[src/rtl/regfile_sb.sv]
// regfile_sb: parametrised register file with a pending-write scoreboard.
//   Two asynchronous read ports, one synchronous write port, optional
//   hardwired zero register and optional write-to-read bypass. A busy bit per
//   register tracks issued-but-not-written-back destinations for the hazard
//   unit; pend_cnt is a registered population count of those bits.
// Ports:
//   clk, rst            clock, synchronous active-high reset
//   adr1/adr2           read addresses; rs1/rs2 read data (combinational)
//   rs1_busy/rs2_busy   pending-write flag of the addressed register
//   issue_en/issue_rd   mark issue_rd as pending
//   en/wa/wd            writeback enable, address, data
//   flush               cancel all pending marks
//   pend_cnt            number of busy bits set (lags by one cycle)
module regfile_sb #(
  parameter int XLEN     = 32,
  parameter int NREGS    = 32,
  parameter int AW       = $clog2(NREGS),
  parameter int ZERO_REG = 1,
  parameter int BYPASS   = 1
) (
  input  logic            clk,
  input  logic            rst,
  input  logic [AW-1:0]   adr1,
  input  logic [AW-1:0]   adr2,
  output logic [XLEN-1:0] rs1,
  output logic [XLEN-1:0] rs2,
  output logic            rs1_busy,
  output logic            rs2_busy,
  input  logic            issue_en,
  input  logic [AW-1:0]   issue_rd,
  input  logic            en,
  input  logic [AW-1:0]   wa,
  input  logic [XLEN-1:0] wd,
  input  logic            flush,
  output logic [AW:0]     pend_cnt
);

  logic [XLEN-1:0]  regs [NREGS];
  logic [NREGS-1:0] busy;
  logic [NREGS-1:0] busy_next;
  logic [AW:0]      cnt_next;
  logic             wr_ok;
  logic             iss_ok;

  // Register 0 is excluded from writes and issues only when it is hardwired.
  assign wr_ok  = en && ((wa != '0) || (ZERO_REG == 0));
  assign iss_ok = issue_en && ((issue_rd != '0) || (ZERO_REG == 0));

  // Scoreboard next state: flush beats everything, then the writeback clear,
  // then the issue set so a new producer to the same register wins.
  always_comb begin
    busy_next = busy;
    if (flush) begin
      busy_next = '0;
    end else begin
      if (wr_ok)  busy_next[wa]       = 1'b0;
      if (iss_ok) busy_next[issue_rd] = 1'b1;
    end
  end

  always_comb begin
    cnt_next = '0;
    for (int i = 0; i < NREGS; i++) begin
      cnt_next = cnt_next + (AW+1)'(busy_next[i]);
    end
  end

  always_ff @(posedge clk) begin
    if (rst) begin
      for (int i = 0; i < NREGS; i++) begin
        regs[i] <= '0;
      end
      busy     <= '0;
      pend_cnt <= '0;
    end else begin
      if (wr_ok) regs[wa] <= wd;
      busy     <= busy_next;
      pend_cnt <= cnt_next;
    end
  end

  // Read port 1: a same-cycle writeback to the addressed register forwards
  // its data and hides the pending bit it is about to clear.
  always_comb begin
    rs1      = regs[adr1];
    rs1_busy = busy[adr1];
    if ((BYPASS != 0) && wr_ok && (wa == adr1)) begin
      rs1      = wd;
      rs1_busy = 1'b0;
    end
    if ((ZERO_REG != 0) && (adr1 == '0)) begin
      rs1      = '0;
      rs1_busy = 1'b0;
    end
  end

  always_comb begin
    rs2      = regs[adr2];
    rs2_busy = busy[adr2];
    if ((BYPASS != 0) && wr_ok && (wa == adr2)) begin
      rs2      = wd;
      rs2_busy = 1'b0;
    end
    if ((ZERO_REG != 0) && (adr2 == '0)) begin
      rs2      = '0;
      rs2_busy = 1'b0;
    end
  end

endmodule

[config.mk]
export PLATFORM = sky130hd
export DESIGN_NAME = regfile_sb
export DESIGN_NICKNAME = d
export VERILOG_FILES = /design/src/rtl/regfile_sb.sv
export SDC_FILE = /design/constraint.sdc
export NUM_CORES = 2
export LEC_CHECK = 0
export BUFFER_PORTS_ARGS = -buffer_cell sky130_fd_sc_hd__buf_2
export CAP_MARGIN = 0
export CORE_UTILIZATION = 50
export DETAILED_ROUTE_END_ITERATION = 8
export GPL_ROUTABILITY_DRIVEN = 0
export MAX_ROUTING_LAYER = met4
export PLACE_DENSITY = 0.66
export SETUP_SLACK_MARGIN = 0.5
export SYNTH_ARGS = -nofsm -noshare
export SYNTH_HDL_FRONTEND = slang
export SYNTH_SLANG_ARGS = --single-unit
[constraint.sdc]
create_clock -name clk -period 17.3 [get_ports clk]
set_input_delay 1.73 -clock clk [delete_from_list [all_inputs] [get_ports clk]]
set_output_delay 1.73 -clock clk [all_outputs]
set_load 0.05 [all_outputs]
==> impl_metrics.tcl <==
set metrics [dict create \
    status "finished, final reports clean" \
    grt_pass1_wl_um 285000 \
    die_w_um 343 \
    finalCritPeriodShare 0.489 \
    nFillCells 9202 \
    drcViolationCount 0 \
    drive_above_1_share 0.214 \
    num_io_pins 129 \
    min_from "busy[28]" \
    cts_tree "yes" \
    dpl-instance-area_sq_um 60100 \
    synth_seq_area_share 0.542 \
    dpl.hpwl_um 110000 \
    synth_warnings 0 \
    wl_um 202000 \
    vias_per_cell 6.84 \
    path_clk_slew_ns 0.06 \
    initial_core_util 0.506 \
    ff2ff_path_depth 17 \
    finalSetupViolCount 0 \
    synth-main-ff-cell "edfxtp_1" \
    finClkSkew_ns 0.00727 \
    cts.sinks 1062 \
    ant_nets 0 \
    cellLeakagePower_nw 22.5 \
    clockBufferDepth 3 \
    final_cell_mix "1024 x edfxtp_1, 995 x and2_1, 370 x mux4_2" \
    endpoint_kind "output pin" \
    hold-path-cell-count 3 \
    grt_pass1_vias 39100 \
    worst-endpoint-required_ns 15.57 \
    rsz0062_at_grt "no" \
    htree_num_levels 3 \
    max-vdd-ir-drop_mv 0.0964 \
    design_area_sq_um 63700 \
    tightest_slew_ns 1.27 \
    p_switching_mw 1.69 \
    p_sw_frac 0.269 \
    max-slew-margin-rel 0.155 \
    finalHoldViolations 0 \
    grt_usage 0.355 \
    finalNetCount 4207 \
    worstSetupPathType "in2out" \
    area_growth_pct 9.59 \
    grt_antenna_before_repair 13 \
    max_clock_freq_mhz 118 \
    layout_commonest_cell "edfxtp_1" \
    cts_resized 0 \
    worst-endpoint-arrival_ns 6.73 \
    num_rows 124 \
    wl_per_cell_um 35.3 \
    ys_ff_latch 1062 \
    seqPwrFrac 0.483 \
    drv_slew 0 \
    r2r-end "pend_cnt[4]" \
    postCtsSetupBuffers 0 \
    fin_util 0.555 \
    holdPathEnd "busy[28]" \
    io_buffers 128 \
    tns_ns 0 \
    clockPowerShare 0.378 \
    ys_async_sr_fraction 0 \
    ys_types 57 \
    clock-root-buffer "clkbuf_16" \
    startpoint_type "input pin" \
    clk_latency_ns 0.71 \
    p_comb_frac 0.139 \
    hp-class "reg2reg" \
    dr_total_vias 39200 \
    first_pass_iters 7 \
    grt_max_degree 97 \
    core_sq_um 115000 \
    path_max_fanout 96 \
    overflow 0 \
    synth_edf_count 1024 \
    fp.dieH_um 343 \
    cts_made_buffers 116 \
    syn_area_per_cell_sq_um 13.9 \
    synth_area_sq_um 58100 \
    ff2ff_setup_slack_ns 12.16 \
    worstReg2RegStart "busy[19]" \
    cts_hold_buf 0 \
    syn_inst 4180 \
    cp-startpoint "adr2[0]" \
    power.internal_mw 4.59 \
    min_period_ns 8.46 \
    drv_cap 0 \
    die_area_sq_um 118000 \
    drtIter0Drc 5972 \
    p_per_area_nw_per_um2 98.6 \
]
## sequential cells by signal (all words and copies together), names as in the netlist
| signal | cells |
|---|---|
| regs | 1024 |
| busy | 32 |
| pend_cnt | 6 |
## area by class of cell
cell class	instances	area [sq um]	area share
repair buffers	235	1510	0.0237
diodes	12	30.0	0.000472
well taps	1512	1890	0.0297
clock buffers	150	3050	0.0479
clock inverters	65	482	0.00756
multi-input cells	2677	25100	0.394
flip-flops and latches	1062	31500	0.495
inverters	27	103	0.00161
## Yosys cell counts, types with 3 or more instances
cell | instances | share of area
a221o_1 | 40 | 0.0069
clkbuf_1 | 325 | 0.021
nand2_1 | 117 | 0.0076
nor2b_1 | 30 | 0.0032
and3b_1 | 3 | 0.00045
or2_2 | 11 | 0.0012
xnor2_1 | 8 | 0.0012
a32o_1 | 60 | 0.010
o21bai_1 | 16 | 0.0021
a221oi_1 | 35 | 0.0053
fa_1 | 24 | 0.0083
mux2i_1 | 321 | 0.055
a21oi_1 | 54 | 0.0047
buf_2 | 68 | 0.0059
xor2_1 | 4 | 0.00060
o21ai_0 | 50 | 0.0043
mux2_2 | 60 | 0.012
nand3b_1 | 3 | 0.00039
a211oi_1 | 19 | 0.0025
nand2b_1 | 16 | 0.0017
ha_1 | 7 | 0.0015
a22oi_1 | 82 | 0.011
a211o_1 | 17 | 0.0026
nor2_1 | 92 | 0.0059
buf_1 | 16 | 0.0010
and2_1 | 997 | 0.11
o22ai_1 | 59 | 0.0064
a22o_1 | 4 | 0.00060
inv_1 | 26 | 0.0017
o31ai_1 | 4 | 0.00052
nand3_1 | 46 | 0.0040
mux4_2 | 370 | 0.14
buf_4 | 21 | 0.0027
a31oi_1 | 3 | 0.00032
buf_6 | 15 | 0.0029
a21o_1 | 13 | 0.0017
o221ai_1 | 34 | 0.0051
nor3b_1 | 4 | 0.00052
edfxtp_1 | 1024 | 0.53
nor3_1 | 24 | 0.0021
dfxtp_1 | 38 | 0.013
## power groups by stage
stage | Combinational (mW) | Sequential (mW) | Clock, mW
after detailed placement | 0.848 | 3.08 | 0
after global placement | 0.842 | 3.08 | 0
final | 0.871 | 3.03 | 2.37
after global routing | 0.892 | 3.05 | 2.47
after CTS | 0.850 | 3.03 | 2.38
after floorplan | 0.562 | 3.06 | 0
## critical path, stage by stage
cell and delay, ns:
buf_8 0.55, buf_12 0.59, buf_4 0.83, buf_4 0.79
mux4_2 0.59, mux2_2 0.29, a221o_1 0.31, a32o_1 0.33
buf_2 0.24
## per-layer routing
metal / up-vias / track usage / part of all wire / wire length (um)
li1: 15800 / - / - / -
met1: 19900 / 0.462 / 0.37 / 74100
met2: 3001 / 0.515 / 0.44 / 89700
met3: 589 / 0.0934 / 0.13 / 27200
met4: 0 / 0.179 / 0.057 / 11500
met5: - / - / 0 / 0
## how the worst max path moves through the flow
stage / end / slack (ns) / depth (start not counted)
final: rs2[14] / 8.84 / 9
after global routing: rs2[14] / 8.59 / 9
after global placement: rs2[14] / 8.91 / 9
after CTS: rs2[14] / 8.86 / 9
after detailed placement: rs2[14] / 8.86 / 9
after floorplan: pend_cnt[4] / 10.33 / 22
## stage by stage
stage / hold WS, ns / worst slack [ns] / power [mW] / instances
2_1_floorplan: 0.529 / 10.33 / 3.62 / 4211
3_3_place_gp: 0.585 / 8.91 / 3.92 / 5513
3_5_place_dp: 0.586 / 8.86 / 3.93 / 5513
4_1_cts: 0.645 / 8.86 / 6.26 / 5728
5_1_grt: 0.683 / 8.59 / 6.41 / 5732
6_report: 0.648 / 8.84 / 6.28 / 5740
## kinds of logic after synthesis
| kind of cell | count (synthesis) | synth area share |
|---|---|---|
| other | 1 | 0.0000645 |
| and+or+nand+nor | 1356 | 0.136 |
| DFF | 1062 | 0.542 |
| buffers and inverters | 472 | 0.0352 |
| adders and majority gates | 31 | 0.00977 |
| AOI/OAI and AO/OA | 495 | 0.0644 |
| muxes | 751 | 0.210 |
| xor gates and xnor gates | 12 | 0.00181 |
Note: power is estimated with default switching activity, not from simulation.
